===== config.mk =====
export PLATFORM = sky130hd
export DESIGN_NAME = ps2_scan_decoder
export DESIGN_NICKNAME = d
export VERILOG_FILES = /design/src/rtl/ps2_pkg.sv /design/src/rtl/ps2_evt_fifo.sv /design/src/rtl/ps2_scan_decoder.sv
export SDC_FILE = /design/constraint.sdc
export NUM_CORES = 1
export LEC_CHECK = 0
export CAP_MARGIN = 15
export CORE_ASPECT_RATIO = 1.2
export CORE_MARGIN = 1.5
export CORE_UTILIZATION = 55
export DETAILED_ROUTE_END_ITERATION = 8
export PLACE_DENSITY_LB_ADDON = 0.2
export SYNTH_ARGS = -nofsm -noshare
export SYNTH_HDL_FRONTEND = slang
export SYNTH_SLANG_ARGS = --single-unit

===== constraint.sdc =====
create_clock -name CLK_50M -period 2.63 [get_ports CLK_50M]
set_clock_uncertainty 0.05 [all_clocks]
set_input_delay 0.789 -clock CLK_50M [delete_from_list [all_inputs] [get_ports CLK_50M]]
set_output_delay 0.789 -clock CLK_50M [all_outputs]
set_load 0.05 [all_outputs]

===== src/rtl/ps2_pkg.sv =====
// Shared PS/2 definitions: prefix codes, frame FSM encoding and the key event record.
package ps2_pkg;

  localparam logic [7:0] PS2_EXT_CODE = 8'hE0;
  localparam logic [7:0] PS2_BRK_CODE = 8'hF0;

  typedef enum logic [1:0] {
    ST_IDLE   = 2'd0,
    ST_DATA   = 2'd1,
    ST_PARITY = 2'd2,
    ST_STOP   = 2'd3
  } frame_state_t;

  typedef struct packed {
    logic       ext;
    logic       brk;
    logic [7:0] code;
  } key_evt_t;

endpackage


===== src/rtl/ps2_evt_fifo.sv =====
// First-word-fall-through event FIFO with ready/valid pop and a one-cycle overflow pulse.
module ps2_evt_fifo #(
  parameter int WIDTH = 10,
  parameter int DEPTH = 4
) (
  input  logic             clk,
  input  logic             rst_n,
  input  logic             push,
  input  logic [WIDTH-1:0] wdata,
  input  logic             ready,
  output logic [WIDTH-1:0] rdata,
  output logic             valid,
  output logic             ovf
);

  localparam int AW = $clog2(DEPTH);
  localparam logic [AW:0] FULL_CNT = (AW + 1)'(DEPTH);

  logic [WIDTH-1:0] mem [DEPTH];
  logic [AW-1:0]    wr_ptr;
  logic [AW-1:0]    rd_ptr;
  logic [AW:0]      count;
  logic             full;
  logic             pop;
  logic             wr_en;

  assign valid = (count != '0);
  assign full  = (count == FULL_CNT);
  assign pop   = valid & ready;
  // A pop in the same cycle frees the slot, so a push into a full FIFO is still accepted.
  assign wr_en = push & (~full | pop);
  assign rdata = valid ? mem[rd_ptr] : '0;

  // NOTE: sequential state uses non-blocking assignments so every flop samples pre-edge values.
  always_ff @(posedge clk or negedge rst_n) begin
    if (!rst_n) begin
      wr_ptr <= '0;
      rd_ptr <= '0;
      count  <= '0;
      ovf    <= 1'b0;
    end else begin
      if (wr_en) wr_ptr <= wr_ptr + 1'b1;
      if (pop)   rd_ptr <= rd_ptr + 1'b1;
      count <= count + {{AW{1'b0}}, wr_en} - {{AW{1'b0}}, pop};
      ovf   <= push & ~wr_en;
    end
  end

  // NOTE: storage has no reset; rdata is masked while empty so stale contents never leak out.
  always_ff @(posedge clk) begin
    if (wr_en) mem[wr_ptr] <= wdata;
  end

endmodule


===== src/rtl/ps2_scan_decoder.sv =====
// PS/2 keyboard receiver: pin filtering, 11-bit frame check, timeout recovery,
// make/break/extended decode and a ready/valid key event FIFO.
module ps2_scan_decoder
  import ps2_pkg::*;
#(
  parameter int CLK_FREQ_HZ = 50_000_000,
  parameter int FILTER_LEN  = 8,
  parameter int TIMEOUT_US  = 2000,
  parameter int FIFO_DEPTH  = 4
) (
  input  logic       CLK_50M,
  input  logic       RST_N,
  input  logic       PS2_CLK,
  input  logic       PS2_DATA,
  output logic [7:0] o_key_code,
  output logic       o_key_ext,
  output logic       o_key_break,
  output logic       o_key_valid,
  input  logic       i_key_ready,
  output logic       o_parity_err,
  output logic       o_timeout_err,
  output logic       o_fifo_ovf
);

  localparam int              TO_CYC  = CLK_FREQ_HZ / 1_000_000 * TIMEOUT_US;
  localparam int              TO_W    = $clog2(TO_CYC + 1);
  localparam logic [TO_W-1:0] TO_MAX  = TO_W'(TO_CYC);
  localparam int              FLT_W   = $clog2(FILTER_LEN);
  localparam logic [FLT_W-1:0] FLT_MAX = FLT_W'(FILTER_LEN - 1);

  // Index 0 is PS2_CLK, index 1 is PS2_DATA; everything resets to the idle-high bus level.
  logic [1:0]       pin_meta;
  logic [1:0]       pin_sync;
  logic [1:0]       pin_filt;
  logic [FLT_W-1:0] flt_cnt [2];
  logic             clk_prev;
  logic             fe;
  logic             ps2_bit;

  always_ff @(posedge CLK_50M or negedge RST_N) begin
    if (!RST_N) begin
      pin_meta <= 2'b11;
      pin_sync <= 2'b11;
      pin_filt <= 2'b11;
      clk_prev <= 1'b1;
      for (int i = 0; i < 2; i++) flt_cnt[i] <= '0;
    end else begin
      pin_meta <= {PS2_DATA, PS2_CLK};
      pin_sync <= pin_meta;
      clk_prev <= pin_filt[0];
      for (int i = 0; i < 2; i++) begin
        if (pin_sync[i] == pin_filt[i]) begin
          flt_cnt[i] <= '0;
        end else if (flt_cnt[i] == FLT_MAX) begin
          pin_filt[i] <= pin_sync[i];
          flt_cnt[i]  <= '0;
        end else begin
          flt_cnt[i] <= flt_cnt[i] + 1'b1;
        end
      end
    end
  end

  assign fe      = clk_prev & ~pin_filt[0];
  assign ps2_bit = pin_filt[1];

  frame_state_t    state;
  frame_state_t    state_nxt;
  logic [7:0]      shift;
  logic [2:0]      bit_cnt;
  logic            par_ok;
  logic [TO_W-1:0] to_cnt;
  logic            to_hit;
  logic            start_err;
  logic            stop_err;
  logic            byte_done;

  always_ff @(posedge CLK_50M or negedge RST_N) begin
    if (!RST_N) state <= ST_IDLE;
    else        state <= state_nxt;
  end

  // NOTE: every always_comb output gets a default first, so no path can infer a latch.
  always_comb begin
    state_nxt = state;
    if (to_hit) begin
      state_nxt = ST_IDLE;
    end else if (fe) begin
      case (state)
        ST_IDLE:   if (!ps2_bit) state_nxt = ST_DATA;
        ST_DATA:   if (bit_cnt == 3'd7) state_nxt = ST_PARITY;
        ST_PARITY: state_nxt = ST_STOP;
        ST_STOP:   state_nxt = ST_IDLE;
        default:   state_nxt = ST_IDLE;
      endcase
    end
  end

  always_comb begin
    to_hit    = (state != ST_IDLE) && (to_cnt == TO_MAX) && !fe;
    start_err = fe && (state == ST_IDLE) && ps2_bit;
    stop_err  = fe && (state == ST_STOP) && !(par_ok && ps2_bit);
    byte_done = fe && (state == ST_STOP) && par_ok && ps2_bit;
  end

  always_ff @(posedge CLK_50M or negedge RST_N) begin
    if (!RST_N) begin
      shift   <= '0;
      bit_cnt <= '0;
      par_ok  <= 1'b0;
      to_cnt  <= '0;
    end else begin
      if (state == ST_IDLE || fe)  to_cnt <= '0;
      else if (to_cnt != TO_MAX)   to_cnt <= to_cnt + 1'b1;
      if (fe) begin
        case (state)
          ST_IDLE:   bit_cnt <= '0;
          ST_DATA: begin
            shift   <= {ps2_bit, shift[7:1]};
            bit_cnt <= bit_cnt + 3'd1;
          end
          ST_PARITY: par_ok <= ^{shift, ps2_bit};
          default:   ;
        endcase
      end
    end
  end

  // Prefix bytes only arm flags; any other good byte becomes an event and clears them.
  key_evt_t evt_q;
  logic     push_q;
  logic     ext_flag;
  logic     brk_flag;

  always_ff @(posedge CLK_50M or negedge RST_N) begin
    if (!RST_N) begin
      evt_q         <= '0;
      push_q        <= 1'b0;
      ext_flag      <= 1'b0;
      brk_flag      <= 1'b0;
      o_parity_err  <= 1'b0;
      o_timeout_err <= 1'b0;
    end else begin
      push_q        <= 1'b0;
      o_parity_err  <= start_err | stop_err;
      o_timeout_err <= to_hit;
      if (to_hit || stop_err) begin
        ext_flag <= 1'b0;
        brk_flag <= 1'b0;
      end else if (byte_done) begin
        if (shift == PS2_EXT_CODE) begin
          ext_flag <= 1'b1;
        end else if (shift == PS2_BRK_CODE) begin
          brk_flag <= 1'b1;
        end else begin
          push_q     <= 1'b1;
          evt_q.ext  <= ext_flag;
          evt_q.brk  <= brk_flag;
          evt_q.code <= shift;
          ext_flag   <= 1'b0;
          brk_flag   <= 1'b0;
        end
      end
    end
  end

  key_evt_t head;

  ps2_evt_fifo #(
    .WIDTH($bits(key_evt_t)),
    .DEPTH(FIFO_DEPTH)
  ) u_fifo (
    .clk   (CLK_50M),
    .rst_n (RST_N),
    .push  (push_q),
    .wdata (evt_q),
    .ready (i_key_ready),
    .rdata (head),
    .valid (o_key_valid),
    .ovf   (o_fifo_ovf)
  );

  assign o_key_code  = head.code;
  assign o_key_ext   = head.ext;
  assign o_key_break = head.brk;

endmodule


# Word level (Yosys, flattened, before mapping)
# Memories as Yosys holds them, arrays and structs flattened.
# Index checks and enable logic that the tools add are counted.
# word_totals
in_bits,5
out_inout_bits,14
mem_count,1
rom_bits,0
latchBits,0
register_bits,67
ramBits,40
# mem_list
name,depth,word_bits,rd,rd_clocked_by_memory_dff,write_ports,line_no,text
u_fifo.mem,4,10,1,0,1,ps2_evt_fifo.sv:19,logic [WIDTH-1:0] mem [DEPTH];
# classes
eq_ne,17
mux,27
n_addsub,8
n_div,0
n_shift,0
reduce_logical,30
bitwise,14
multipliers,0
n_lt_le_gt_ge,0
# op_table
operator,count
$mux W17,2
$add A17 B1 Y17 const B,1
$eq A17 B17 Y1 const B,1
$ne A17 B17 Y1 const B,1
$eq A8 B8 Y1 const B,2
$mux W1,14
$reduce_and A2 Y1,7
$eq A3 B3 Y1 const B,4
$mux W3,4
$mux W10,1
$reduce_bool A2 Y1,5
$add A3 B1 Y3 const B,3
$logic_and A1 B1 Y1,9
$ne A3 B3 Y1 const B,3
$reduce_xor A9 Y1,1
$mux W2,4
$not A1 Y1,8
$pmux W2 S4,1
$pmux W3 S2,1
$add A2 B1 Y2 const B,2
$and A1 B1 Y1,4
$eq A2 B2 Y1 const B,2
$reduce_and A4 Y1,1
$add A3 B1 Y3,1
10 further kinds,14

# Longest topological paths before layout
# depth
ltp_word,7
depth_mapped,9
mapped_depth_nobuf,9

# Hierarchy
# From an unflattened synthesis, not the netlist that was laid out.
# hier_totals
cells_unflattened,322
hier_area_um2,4640.7
# by_module_without_submodules
module,area_each_um2,instances,cells_each
ps2_scan_decoder,2678.8,1,222
ps2_evt_fifo,1961.9,1,100

# Least setup slack after synthesis
# OpenSTA, ideal clock, no wires.
# synth_path
path_kind,register to output
startpoint,register u_fifo.count[1]
endpoint,output o_key_break
path_buffers,1
required_ps,1791
path_slack_ps,167
t_arrival_ps,1624
stages_incl_launch_ff,4
cell_sequence,dfrtp_1 or3_1 clkbuf_1 and2_1
# synth_between
elab_chain_cells,2
# synth_rtl
item,line_no,text
from (decl),ps2_evt_fifo.sv:22,logic [AW:0] count;
from (signal assigned),ps2_evt_fifo.sv:44,"count <= count + {{AW{1'b0}}, wr_en} - {{AW{1'b0}}, pop};"
$reduce_bool A3 Y1,ps2_evt_fifo.sv:27,assign valid = (count != '0);
via o_key_valid,ps2_scan_decoder.sv:18,"output logic o_key_valid,"
$mux W10,ps2_evt_fifo.sv:32,assign rdata = valid ? mem[rd_ptr] : '0;
to (decl),ps2_scan_decoder.sv:17,"output logic o_key_break,"
# The timed path passes the listed nets, and every way through them passes these cells.

# Worst setup path in the final report
# layout_path
startpoint,register u_fifo.rd_ptr[0]
endpoint,output o_key_code[5]
# layout_between
elab_chain_cells,2
# layout_rtl
item,line_no,text
from (decl),ps2_evt_fifo.sv:21,logic [AW-1:0] rd_ptr;
from (signal assigned),ps2_evt_fifo.sv:43,if (pop) rd_ptr <= rd_ptr + 1'b1;
$mem_v2 Z4 W10,-,
$mux W10,ps2_evt_fifo.sv:32,
to (decl),ps2_scan_decoder.sv:15,"output logic [7:0] o_key_code,"
# Every way passes these cells.

==> summary by stage <==
Critical path
The maximum net fanout on the critical path is 6. For the worst setup path, the data arrival time is 1.75 ns. The maximum cell stage delay along the critical path is around 0.49 ns.

The worst-case reg-to-reg path depth is 9. The type of the worst setup path is reg -> out. The end point of the critical path is o_key_code[5]. The worst register-to-register path ends at u_fifo.count[2]$_DFF_PN0_. The worst register-to-register path has a setup slack of 0.30 ns.

The top cell family by delay on the critical path is multiplexers. The launching element type of the critical path is a register. Among all stages on the critical path, the largest delay is contributed by mux4_2. Counting buffers and inverters, the worst setup path is 4 cells deep. Walking the worst path, the cells encountered are buf_12 > mux4_2 > and2_4 > buf_6. The startpoint of the worst-slack reg-to-reg timing path is u_fifo.count[2]$_DFF_PN0_.

The kind of end point of the critical path is an output port. The data required time at the worst endpoint is ~1.8 ns. The most critical setup path has its startpoint at u_fifo.rd_ptr[0]$_DFFE_PN0P_. The buffers plus inverters on the worst setup path is 2.

Power and ir drop
The cell leakage power is about 2.1 nW. Power spread over the standard cell area amounts to approximately 830 nW/um2. VDD sags by at most between 0.4 and 0.5 mV.

Clock tree
The number of buffers added by the clock tree synthesis step is 9. At the later pin of the worst-skew pair, clock insertion delay measures 0.36 ns. The clock slew at the register clock pins of the worst setup and hold paths is ~0.11 ns. The maximum count of clock buffers along a single path is 2. TritonCTS built the clock tree. The H-tree was split into 3 levels. The number of sinks handled by clock tree synthesis is 107. The buffer cell driving the clock tree root is clkbuf_8.

For this design, the CTS-stage hold fixing added 0 buffers.

Routing
The final layout contains routed wiring with a total length of 7050 um. The remaining design rule violation count is 0. In this run, the number of DRC markers left after iteration 0 of detailed routing was 163. The via density per instance is 5.33. The number of detailed-route iterations in the first pass is 4.

The post-detailed-route wirelength per cell is roughly 15 um. The final antenna-violating net count is 0. The number of vias after detailed routing is 2533.

Logic synthesis
Of the total synthesized cell area, the portion taken by full adders, half adders and majority gates is 0.0557. The commonest register cell after synthesis is dfrtp_1. The library cell with the largest summed area after synthesis is dfrtp_1.

Of the total synthesized cell area, the portion taken by XOR and XNOR cells is 0.0465. The area fraction in compound gates after synthesis came to 0.0365. The average instance in the mapped netlist occupies 14.2 um2. The count of warnings emitted by yosys is 0.

The fraction of synthesis flops using an asynchronous set or reset pin is 0.626. The share of synthesized area in the top cell type comes to 0.324. The share of the Yosys chip area taken by registers is 0.624.

The number of register bits inferred by synthesis is ~110. The cell area after technology mapping is between 4000 and 5000 um2. After synthesis, the cell types taking the most area are dfrtp_1, edfxtp_1, ha_1. The simple-gate share of the synthesized area is 0.122. The number of instances in the synthesized netlist is 326. The number of different library cells used by synthesis comes to between 40 and 50.

Of the post-synthesis cell area, the part taken by muxes is 0.0970. The dominant combinational cell family by area after synthesis is simple AND/OR/NAND/NOR gates. In this run, synthesis inferred 40 flip-flops with an integrated enable. The number of nets produced by synthesis is 351.

GRT
The overflow left after global routing is 0. The pin count of the biggest net entering global routing is 30. The first global-routing pass estimated roughly 12000 um of wire.

The via count of the first global-routing pass was 2467. The number of antenna violations at the first check in global routing is 0. The overall fraction of global-route tracks in use is 0.169.

Placement
The detailed placer's ending HPWL is 4830 um. At the end of routability-driven placement, the weighted congestion stood at 0.809. The placed instances occupy a cell area of 4960 um2. The count of buffers added on input and output ports is 18.

STA
The transition time at the pin with the least slew margin is 0.662 ns. Headroom to the max-slew limit came out at 0.554. For this run, the top clock speed supported by timing is just under 0.4 GHz. The number of failing setup endpoints in the final timing report is 0.

The max-slew violation count is 0. The part of the cycle the worst path needs is 0.983. The worst path needs 2.59 ns of the cycle, external delays included. Setup repair after global routing could not meet its margin everywhere. Summed over all failing endpoints, the final setup total negative slack is 0 ns. The final hold violation count is 0.

Cells and area
The total inserted antenna cells is 0. The share of post-route cells with drive strength above 1 is 0.255. The final instance area is 5290 um2. The growth of design area from synthesis to finish is 14.3%. After the last flow step, the layout net total stands at 381.

Floorplanning
In this run the vertical extent of the chip is 104 um. After floorplanning, the core was divided into 36 placement rows. The count of boundary I/O pins is 19. The die is 86.8 um wide. The die footprint is between 8000 and 9000 um2. The area of the core is 8150 um2.

For this configuration, the core starts out at a cell density of 0.568.

Min path
In this run the most critical hold path is launched from pin_meta[1]$_DFF_PN1_. The cell depth of the worst min-delay path is 0. The worst min-delay path class is reg -> reg.

Status
The flow ran to the end, and the final reports show no timing, DRC or antenna violations.

Flow run
The tool flagged a number of max-cap violations equal to 0.
## cell usage after synthesis, types with 2 or more instances
cell type / count
o21ai_0: 5
xnor2_1: 11
nor3_1: 3
mux4_2: 10
edfxtp_1: 40
or4bb_1: 2
or3_1: 2
nand2_1: 17
clkbuf_1: 7
nand3_1: 8
or2_2: 2
nand4_1: 2
xor2_1: 11
buf_2: 2
nand4b_1: 2
inv_1: 13
a21oi_1: 7
dfrtp_1: 60
nor4_1: 2
and2_1: 22
or4_1: 3
nor3b_1: 3
dfstp_2: 7
a32o_1: 2
nor2_1: 17
nor2b_1: 3
a31oi_1: 2
mux2_2: 19
o31ai_1: 4
ha_1: 19
## area by class of cell
| type | count | area (um2) |
|---|---|---|
| multi-input combinational | 197 | 1680 |
| inverter | 13 | 48.8 |
| clock inverter | 5 | 42.5 |
| timing repair buffer | 28 | 333 |
| tap | 114 | 143 |
| clock buffer | 11 | 153 |
| sequential | 107 | 2890 |
| fill | 604 | 2860 |
## cells in the final DEF (no fill, tap or decap), drive strengths merged, types with 3 or more instances in the layout
cell type      instances
a21oi                  7
and2                  22
buf                   21
clkbuf                12
clkdlybuf4s50          6
dfrtp                 60
dfstp                  7
edfxtp                40
ha                    19
inv                   16
mux2                  19
mux4                  10
nand2                 17
nand3                  8
nor2                  17
nor2b                  4
nor3                   3
nor3b                  3
nor4                   3
o21ai                  5
o31ai                  4
or2                    3
or4                    5
xnor2                 11
xor2                  11
## state kept, by name (all words and copies together) (netlist names)
register / flops
bit_cnt: 3
brk_flag: 1
clk_prev: 1
evt_q: 10
ext_flag: 1
flt_cnt: 6
o_parity_err: 1
o_timeout_err: 1
par_ok: 1
pin_filt: 2
pin_meta: 2
pin_sync: 2
push_q: 1
shift: 8
state: 2
to_cnt: 17
u_fifo.count: 3
u_fifo.mem: 40
u_fifo.ovf: 1
u_fifo.rd_ptr: 2
u_fifo.wr_ptr: 2
## where the power goes
| part | internal, mW | switching (mW) | total [mW] | leakage (nW) |
|---|---|---|---|---|
| combinational | 0.656 | 0.720 | 1.38 | 0.858 |
| sequential | 1.90 | 0.165 | 2.06 | 1.15 |
| clock | 0.415 | 0.549 | 0.964 | 0.0975 |
## metrics by stage
| step | util | total power, mW | setup WS (ns) | hold WS, ns | instances |
|---|---|---|---|---|---|
| after floorplan | - | 2.93 | 0.167 | 0.295 | 326 |
| after global placement | 0.608 | 3.22 | -0.0405 | 0.296 | 457 |
| after detailed placement | 0.608 | 3.25 | -0.0793 | 0.301 | 457 |
| after CTS | 0.633 | 4.24 | 0.00133 | 0.315 | 473 |
| after global routing | 0.649 | 4.67 | -0.0234 | 0.320 | 475 |
| final | 0.649 | 4.40 | 0.0438 | 0.313 | 475 |
## metal layers
metal,track usage,share of wire,up-vias
met5,0,0,-
met4,0.0611,0.011,0
met3,0.0359,0.021,7
met2,0.265,0.51,33
met1,0.234,0.45,1271
li1,-,-,1222
## how the worst min path moves through the flow
stage                                 end  slack [ns]
floorplan           pin_sync[0]$_DFF_PN1_        0.30
global placement    pin_sync[1]$_DFF_PN1_        0.30
global route        pin_sync[1]$_DFF_PN1_        0.32
detailed placement  pin_sync[1]$_DFF_PN1_        0.30
finish              pin_sync[1]$_DFF_PN1_        0.31
CTS                 to_cnt[7]$_DFFE_PN0P_        0.32
## kinds of logic after synthesis
logic type / Yosys count
buffers and inverters: 22
flip-flops: 107
AND/OR/NAND/NOR: 98
adder cells (fa/ha/maj): 20
XOR/XNOR: 23
AO/OA/AOI/OAI: 26
multiplexers: 30
## what timing repair did
action,in CTS,in global routing
buffers inserted,0,1
pin swaps,0,8
gates resized for setup,3,30
cloned,0,1
endpoints found under the setup margin,10,10
(Power assumes the default switching activity.)
